--- config.mk ---
export PLATFORM = sky130hd
export DESIGN_NAME = if_id_queue
export DESIGN_NICKNAME = d
export VERILOG_FILES = /design/src/rtl/if_id_queue_pkg.sv /design/src/rtl/if_id_storage.sv /design/src/rtl/if_id_queue.sv
export SDC_FILE = /design/constraint.sdc
export NUM_CORES = 1
export LEC_CHECK = 0
export ABC_AREA = 1
export ABC_CLOCK_PERIOD_IN_PS = 6500
export CORE_MARGIN = 4
export CORE_UTILIZATION = 45
export CTS_BUF_LIST = sky130_fd_sc_hd__clkbuf_16
export DETAILED_ROUTE_END_ITERATION = 16
export HOLD_SLACK_MARGIN = 0.1
export MAX_ROUTING_LAYER = met4
export PLACE_DENSITY = 0.77
export SYNTH_ARGS = -nofsm -noshare
export SYNTH_HDL_FRONTEND = slang
export SYNTH_SLANG_ARGS = --single-unit
--- constraint.sdc ---
create_clock -name clk -period 6.5 [get_ports clk]
set_clock_uncertainty 0.1 [all_clocks]
set_input_delay 1.3 -clock clk [delete_from_list [all_inputs] [get_ports clk]]
set_output_delay 1.3 -clock clk [all_outputs]
set_load 0.005 [all_outputs]
--- src/rtl/if_id_queue_pkg.sv ---
// Shared IF/ID pipeline definitions: default widths, the NOP bubble word,
// occupancy states and the occupancy-counter width helper.
package if_id_queue_pkg;

   localparam int DATA_W_DEF = 32;

   // All-zero word driven to ID when the queue is empty.
   localparam logic [31:0] NOP_INSTR = 32'h0000_0000;

   // Occupancy classification of the queue, derived from the counter.
   typedef enum logic [1:0] {
      OCC_EMPTY   = 2'd0,
      OCC_PARTIAL = 2'd1,
      OCC_FULL    = 2'd2
   } occ_state_t;

   // Width needed to hold an occupancy of 0..depth inclusive.
   function automatic int count_w(input int depth);
      return $clog2(depth + 1);
   endfunction

endpackage

--- src/rtl/if_id_storage.sv ---
// Register array for the IF/ID queue: one synchronous write port,
// one asynchronous read port and a synchronous active-low clear.
module if_id_storage
   import if_id_queue_pkg::*;
#(
   parameter int DEPTH  = 2,
   parameter int DATA_W = DATA_W_DEF,
   parameter int PTR_W  = $clog2(DEPTH)
) (
   input  logic              clk,
   input  logic              rst,
   input  logic              wr_en,
   input  logic [PTR_W-1:0]  wr_addr,
   input  logic [DATA_W-1:0] wr_pc,
   input  logic [DATA_W-1:0] wr_instr,
   input  logic [PTR_W-1:0]  rd_addr,
   output logic [DATA_W-1:0] rd_pc,
   output logic [DATA_W-1:0] rd_instr
);

   logic [DATA_W-1:0] pc_mem    [DEPTH];
   logic [DATA_W-1:0] instr_mem [DEPTH];

   // Clear every entry on reset, otherwise write one pair when enabled.
   always_ff @(posedge clk) begin
      if (!rst) begin
         for (int i = 0; i < DEPTH; i++) begin
            pc_mem[i]    <= '0;
            instr_mem[i] <= '0;
         end
      end else if (wr_en) begin
         pc_mem[wr_addr]    <= wr_pc;
         instr_mem[wr_addr] <= wr_instr;
      end
   end

   // Asynchronous read of the addressed entry.
   always_comb begin
      rd_pc    = pc_mem[rd_addr];
      rd_instr = instr_mem[rd_addr];
   end

endmodule

--- src/rtl/if_id_queue.sv ---
// IF/ID decoupling queue: holds up to DEPTH {PC, instruction} pairs in FIFO
// order, back-pressures IF via in_ready and empties on a taken-branch flush.
module if_id_queue
   import if_id_queue_pkg::*;
#(
   parameter int DEPTH  = 2,
   parameter int DATA_W = DATA_W_DEF
) (
   input  logic                        clk,
   input  logic                        rst,
   input  logic                        in_valid,
   input  logic [DATA_W-1:0]           in_pc,
   input  logic [DATA_W-1:0]           in_instr,
   output logic                        in_ready,
   input  logic                        flush,
   output logic                        out_valid,
   output logic [DATA_W-1:0]           out_pc,
   output logic [DATA_W-1:0]           out_instr,
   input  logic                        out_ready,
   output logic [count_w(DEPTH)-1:0]   count
);

   localparam int PTR_W = $clog2(DEPTH);
   localparam int CNT_W = count_w(DEPTH);
   localparam logic [CNT_W-1:0] FULL_CNT = CNT_W'(DEPTH);

   logic [PTR_W-1:0]  wr_ptr;
   logic [PTR_W-1:0]  rd_ptr;
   logic [DATA_W-1:0] rd_pc;
   logic [DATA_W-1:0] rd_instr;
   logic              push;
   logic              pop;
   occ_state_t        occ;

   // Classify occupancy; handshakes depend only on registered count,
   // so in_ready has no combinational path from out_ready.
   always_comb begin
      occ = OCC_PARTIAL;
      if (count == '0)
         occ = OCC_EMPTY;
      else if (count == FULL_CNT)
         occ = OCC_FULL;
      in_ready  = (occ != OCC_FULL);
      out_valid = (occ != OCC_EMPTY);
      push      = in_valid  && in_ready  && !flush;
      pop       = out_valid && out_ready && !flush;
   end

   // Pointer and occupancy update; flush empties, reset overrides all.
   always_ff @(posedge clk) begin
      if (!rst || flush) begin
         wr_ptr <= '0;
         rd_ptr <= '0;
         count  <= '0;
      end else begin
         if (push)
            wr_ptr <= wr_ptr + PTR_W'(1);
         if (pop)
            rd_ptr <= rd_ptr + PTR_W'(1);
         case ({push, pop})
            2'b10:   count <= count + CNT_W'(1);
            2'b01:   count <= count - CNT_W'(1);
            default: count <= count;
         endcase
      end
   end

   if_id_storage #(
      .DEPTH  (DEPTH),
      .DATA_W (DATA_W),
      .PTR_W  (PTR_W)
   ) u_storage (
      .clk      (clk),
      .rst      (rst),
      .wr_en    (push),
      .wr_addr  (wr_ptr),
      .wr_pc    (in_pc),
      .wr_instr (in_instr),
      .rd_addr  (rd_ptr),
      .rd_pc    (rd_pc),
      .rd_instr (rd_instr)
   );

   // Present the head entry, or a zero PC and NOP bubble when empty.
   always_comb begin
      out_pc    = '0;
      out_instr = DATA_W'(NOP_INSTR);
      if (out_valid) begin
         out_pc    = rd_pc;
         out_instr = rd_instr;
      end
   end

endmodule

==> impl_metrics.env, run 1 <==
export IMPL_grt_max_degree=67
export IMPL_nets=786
export IMPL_max_cap_viol_count=0
export IMPL_synth_edf_count=128
export IMPL_power_density_nw_per_um2=253
export IMPL_grt_pass1_wl_mm=23.1
export IMPL_slew_viol_final=0
export IMPL_synthesis_area_um2=6480
export IMPL_clock_path_buffers=2
export IMPL_synthCells=596
export IMPL_dpl_hpwl_mm=8.99
export IMPL_required_ns=5.10
export IMPL_cts_buffers=17
export IMPL_yosys_warnings=0
export IMPL_synth_distinct_cells=24
export IMPL_setup_tns_ns=0
export IMPL_syn_area_per_cell_um2=10.9
export IMPL_end_kind="primary output"
export IMPL_outcome="completed"
export IMPL_post_cts_setup_buffers=0
export IMPL_syn_num_nets=666
export IMPL_path_clk_slew_ns=0.05
export IMPL_hold_violations=0
export IMPL_max_slew_margin=0.245
export IMPL_tightest_slew_ns=1.13
export IMPL_gp_congestion=0.845
export IMPL_drive_above_1_share=0.148
export IMPL_cp_arrival_ns=2.55
export IMPL_num_vias=4542
export IMPL_max_stage_delay_ns=0.59
export IMPL_yosysMostFrequentCell="nand2_1"
export IMPL_dieArea_um2=16400
export IMPL_ys_ff_latch=133
export IMPL_drtIter0Drc=432
export IMPL_regArea_um2=3950
export IMPL_rsz0062_at_grt="false"
export IMPL_rows=43
export IMPL_min_path_cells=2
export IMPL_io_pins=137
export IMPL_setup_viol=0
export IMPL_wirelength_mm=14.5
export IMPL_post_cts_resized=0
export IMPL_clk_latency_ns=0.40
export IMPL_ant_nets=0
export IMPL_period_share=0.608
export IMPL_netlist_top_cell_by_area="edfxtp_1"
export IMPL_dp_cells=877
export IMPL_antenna_found_initial=0
export IMPL_synth_top_cell_area_share=0.594
export IMPL_dr_pass1_iters=5
export IMPL_fillers=1142
export IMPL_ys_seq_area_frac=0.609
export IMPL_synth_top_cells_by_count="138 x nand2_1, 128 x edfxtp_1, 69 x inv_1"
export IMPL_hold_class="flop to flop"
export IMPL_worstPathCellList="nor2_4, buf_4, a21oi_1, clkdlybuf4s50_1"
export IMPL_postCtsHoldBufs=0
export IMPL_dieHeight_um=128
export IMPL_cts_sinks=133
export IMPL_grt_pass1_vias=4668
export IMPL_grtUsageTotal=0.185
export IMPL_diodes=0
export IMPL_cts_htree_levels=4
export IMPL_route_detailed_drc=0
export IMPL_cts_root_buf="clkbuf_16"
export IMPL_multi_input_area_um2=2010
export IMPL_async_flop_share=0
export IMPL_total_power_mw=2.14
export IMPL_start_util=0.463
export IMPL_synth_main_ff_cell="edfxtp_1"
export IMPL_grt_ovfl_total=0
export IMPL_via_per_inst=5.00
export IMPL_cp_slowest_cell="nor2_4"
export IMPL_ff2ff_path_depth=6
export IMPL_wire_per_inst_um=15.9
export IMPL_die_x_um=128
export IMPL_portBuffers=136
export IMPL_area_delta_synth_final_pct=30.5
export IMPL_critPathMaxFanout=38
export IMPL_cts_tree="done"
export IMPL_ys_top_cells_by_area="edfxtp_1 59%, nor2_4 8.5%, nand2_1 8.0%"
export IMPL_core_area_um2=14000
export IMPL_period_minus_slack_ns=3.95
export IMPL_p_leak_nw=3.12
export IMPL_fmax_mhz=253
export IMPL_start_kind="flop"
export IMPL_max_vdd_ir_drop_mv=0.214
export IMPL_critPathKind="flop to primary output"
export IMPL_layout_cells_non_filler=909
## per-stage QoR
step                area [µm²]  worst slack [ns]  hold WS, ns   util
CTS                       8450              2.52        0.418  0.604
detailed placement        7860              2.33        0.398  0.562
global placement          7860              2.39        0.377  0.562
floorplan                 6480              1.50        0.365      -
finish                    8450              2.55        0.426  0.604
global route              8450              2.38        0.452  0.604
## path summary, 6_finish.rpt
check / start / end / slack (ns)
worst max-delay path: count[1] / out_instr[0] / 2.55
worst min-delay path: rd_ptr / flop / 0.43
worst max register to register: count[0] / u_storage.pc_mem[1][17] / 3.52
worst min register to register: rd_ptr / flop / 0.43
## power by group
part / internal, mW / switching [mW] / total, mW
clock network: 0.630 / 0.327 / 0.957
registers: 0.986 / 0.0126 / 0.999
logic: 0.0764 / 0.106 / 0.182
## area by class of cell
type / instances / area share
flip-flops and latches: 133 / 0.467
inverters: 71 / 0.0315
well taps: 180 / 0.0266
multi-input cells: 351 / 0.238
clock buffers: 17 / 0.0503
clock inverters: 15 / 0.0204
repair buffers: 142 / 0.166
## worst max-delay path: cells and delay by family, from the launching register on
| kind | cells | cell delay, ns |
|---|---|---|
| AOI/OAI and AO/OA | 1 | 0.13 |
| and+or+nand+nor | 1 | 0.59 |
| DFF | 1 | 0.41 |
| buffers and inverters | 2 | 0.99 |
## kinds of logic after synthesis
kind of cell    after synthesis  share of synthesized area
simple gates                281                      0.247
flops                       133                      0.609
buf+inv                     112                     0.0862
compound gates               69                     0.0554
fa+ha+maj                     1                    0.00193
## registers in the layout, summed over array words and instances, names as in the netlist, named ones only
signal / cells
count: 2
wr_ptr: 1
u_storage.instr_mem: 64
rd_ptr: 1
u_storage.pc_mem: 64
## metal layers
| layer | global-route usage | vias up | share of wire |
|---|---|---|---|
| li1 | - | 2210 | - |
| met1 | 0.229 | 2178 | 0.42 |
| met2 | 0.303 | 134 | 0.51 |
| met3 | 0.0375 | 20 | 0.047 |
| met4 | 0.0655 | 0 | 0.022 |
| met5 | - | - | 0 |
## cells in the final DEF (no fill, tap or decap)
| cell type | instances |
|---|---|
| nand3_2 | 1 |
| inv_1 | 73 |
| nand3b_4 | 1 |
| nor3_2 | 16 |
| bufinv_16 | 4 |
| edfxtp_1 | 128 |
| a21oi_1 | 66 |
| a21boi_4 | 1 |
| buf_4 | 6 |
| nand2_1 | 136 |
| clkbuf_16 | 17 |
| nor2_4 | 50 |
| clkdlybuf4s50_1 | 136 |
| dfxtp_2 | 1 |
| inv_2 | 2 |
| clkinv_1 | 2 |
| clkinvlp_4 | 2 |
| ha_1 | 1 |
| nand2_4 | 1 |
| nand4_1 | 1 |
| nand2_2 | 2 |
| clkinv_2 | 3 |
| dfxtp_1 | 4 |
| nor3_1 | 48 |
| o21ai_4 | 1 |
| nand3_1 | 1 |
| o21ai_0 | 1 |
| nor2_1 | 24 |
(Power assumes the default switching activity.)
==> run 2, diff against run 1 <==
--- a/config.mk
+++ b/config.mk
@@ -6,14 +6,14 @@
 export NUM_CORES = 1
 export LEC_CHECK = 0
 export ABC_AREA = 1
-export ABC_CLOCK_PERIOD_IN_PS = 6500
+export ABC_CLOCK_PERIOD_IN_PS = 4000
 export CORE_MARGIN = 4
 export CORE_UTILIZATION = 45
 export CTS_BUF_LIST = sky130_fd_sc_hd__clkbuf_16
 export DETAILED_ROUTE_END_ITERATION = 16
 export HOLD_SLACK_MARGIN = 0.1
 export MAX_ROUTING_LAYER = met4
-export PLACE_DENSITY = 0.77
+export PLACE_DENSITY = 0.74
 export SYNTH_ARGS = -nofsm -noshare
 export SYNTH_HDL_FRONTEND = slang
 export SYNTH_SLANG_ARGS = --single-unit
==> constraint.sdc (replaced) <==
create_clock -name clk -period 4 [get_ports clk]
set_clock_uncertainty 0.1 [all_clocks]
set_input_delay 0.8 -clock clk [delete_from_list [all_inputs] [get_ports clk]]
set_output_delay 0.8 -clock clk [all_outputs]
set_load 0.005 [all_outputs]
==> run 2 against run 1 <==
- power increased by 51%
- cell count rose by 0.22%
- wire length is 0.48% lower
- critical path depth unchanged
- first-iteration DRC count decreased by 38%
- non-clock buffer count rose by 1
- clock power increased by 38%
- via count is 0.11% lower
- worst setup slack worse by 1.9 ns
- hold slack got worse by 0.0072 ns
- count of clock-buffer cells in the layout stayed put
- critical path type unchanged
- largest power group unchanged
==> impl_metrics.env, run 2 (synthesis results as in run 1) <==
export IMPL_route_detailed_drc=0
export IMPL_post_cts_setup_buffers=0
export IMPL_period_minus_slack_ns=3.33
export IMPL_slew_viol_final=0
export IMPL_regArea_um2=3950
export IMPL_rows=43
export IMPL_portBuffers=136
export IMPL_ant_nets=0
export IMPL_core_area_um2=14000
export IMPL_dpl_cell_area_um2=7910
export IMPL_critPathKind="flop to primary output"
export IMPL_end_kind="primary output"
export IMPL_area_delta_synth_final_pct=30.0
export IMPL_worst_path_stages=4
export IMPL_final_cell_mix="136 x nand2_1, 136 x clkdlybuf4s50_1, 128 x edfxtp_1"
export IMPL_cts_buffers=17
export IMPL_clk_latency_ns=0.41
export IMPL_r2r_setup_slack_ns=1.81
export IMPL_fmax_mhz=300
export IMPL_grt_pass1_wl_mm=22.7
export IMPL_reg_top3="u_storage.instr_mem (64), u_storage.pc_mem (64), count (2)"
export IMPL_cp_arrival_ns=2.43
export IMPL_required_ns=3.10
export IMPL_postCtsHoldBufs=0
export IMPL_path_buf_inv=2
export IMPL_worstPathCellList="buf_4, nand2_1, a21oi_1, clkdlybuf4s50_1"
export IMPL_max_vdd_ir_drop_mv=0.284
export IMPL_regToRegEndpoint="count[1]"
export IMPL_dr_pass1_iters=5
export IMPL_nets=787
export IMPL_hold_violations=0
export IMPL_cp_slowest_cell="dfxtp_2"
export IMPL_grt_pass1_vias=4723
export IMPL_wirelength_mm=14.4
export IMPL_cts_sinks=133
export IMPL_die_x_um=128
export IMPL_io_pins=137
export IMPL_drive_above_1_share=0.151
export IMPL_dieHeight_um=128
export IMPL_grt_max_degree=66
export IMPL_start_util=0.463
export IMPL_dpl_hpwl_mm=8.47
export IMPL_post_cts_resized=0
export IMPL_rr_startpoint="count[1]"
export IMPL_multi_input_area_um2=2020
export IMPL_p_leak_nw=3.10
export IMPL_max_stage_delay_ns=0.65
export IMPL_start_kind="flop"
export IMPL_rsz0062_at_grt="false"
export IMPL_outcome="completed"
export IMPL_cts_root_buf="clkbuf_16"
export IMPL_period_share=0.833
export IMPL_min_path_cells=2
export IMPL_fin_util=0.602
export IMPL_min_from="rd_ptr"
export IMPL_path_clk_slew_ns=0.05
export IMPL_power_density_nw_per_um2=385
export IMPL_wire_per_inst_um=15.8
export IMPL_hold_class="flop to flop"
export IMPL_clock_path_buffers=2
export IMPL_ff2ff_path_depth=10
export IMPL_tightest_slew_ns=0.920
export IMPL_num_vias=4537
export IMPL_setup_tns_ns=0
export IMPL_fin_area_um2=8420
export IMPL_critPathMaxFanout=41
export IMPL_via_per_inst=4.98
export IMPL_critPathTopFamily="buffers and inverters"
export IMPL_min_to="rd_ptr"
export IMPL_grt_ovfl_total=0
export IMPL_gp_congestion=0.770
export IMPL_setup_viol=0
export IMPL_max_cap_viol_count=0
export IMPL_antenna_found_initial=1
export IMPL_cts_htree_levels=4
export IMPL_fillers=1179
export IMPL_max_slew_margin=0.387
export IMPL_grtUsageTotal=0.182
export IMPL_cts_tree="done"
export IMPL_dieArea_um2=16400
export IMPL_drtIter0Drc=266
run 2: cell types whose count changed in the layout (fill, tap and decap cells not counted), sizes merged:
cell	before	now
buf	6	7
bufinv	4	0
clkinv	5	7
clkinvlp	2	4
diode	0	1
run 2: through the flow:
| step | total power [mW] | cells | worst slack, ns | hold WS (ns) |
|---|---|---|---|---|
| 6_report | 3.24 | 911 | 0.666 | 0.418 |
| 5_1_grt | 3.35 | 911 | 0.467 | 0.452 |
| 4_1_cts | 3.26 | 910 | 0.621 | 0.415 |
| 3_5_place_dp | 1.95 | 878 | 0.989 | 0.400 |
| 3_3_place_gp | 1.94 | 878 | 1.04 | 0.387 |
| 2_1_floorplan | 1.81 | 596 | 0.651 | 0.365 |
run 2: worst reg2reg max path, cell delays in order (launching register included):
cell and delay (ns):
dfxtp_1 0.42, nor2_4 0.58, inv_1 0.20, nand2_1 0.11, nor2_1 0.05, ha_1 0.30, inv_1 0.08, nand2_1 0.06
nor2_1 0.08, nor2_1 0.05, nor2_1 0.10
run 2: power by group:
group / switching (mW) / internal, mW / leakage, nW / total, mW
Clock: 0.545 / 0.772 / 0.257 / 1.32
Combinational: 0.171 / 0.126 / 1.47 / 0.297
Sequential: 0.0208 / 1.60 / 1.37 / 1.62
Total: 0.737 / 2.50 / 3.10 / 3.24
run 2: how the worst max path moves through the flow:
stage	to	slack [ns]	startpoint
2_1_floorplan	u_storage.instr_mem[0][0]	0.65	flush
3_3_place_gp	u_storage.instr_mem[0][23]	1.04	rst
3_5_place_dp	u_storage.instr_mem[0][23]	0.99	rst
4_1_cts	out_pc[21]	0.62	flop
5_1_grt	out_pc[21]	0.47	flop
6_report	out_pc[4]	0.67	flop
run 2: per-layer routing:
layer	GRT usage	share of wire
met1	0.212	0.41
met2	0.311	0.52
met3	0.0446	0.057
met4	0.0624	0.015
met5	-	0
run 2: layout make-up:
type                            instances  share of cell area
Tap cell                              180              0.0268
Sequential cell                       133               0.469
Inverter                               71              0.0317
Antenna cell                            1            0.000297
Timing Repair Buffer                  143               0.172
Clock inverter                         15             0.00981
Clock buffer                           17              0.0505
Multi-Input combinational cell        351               0.240
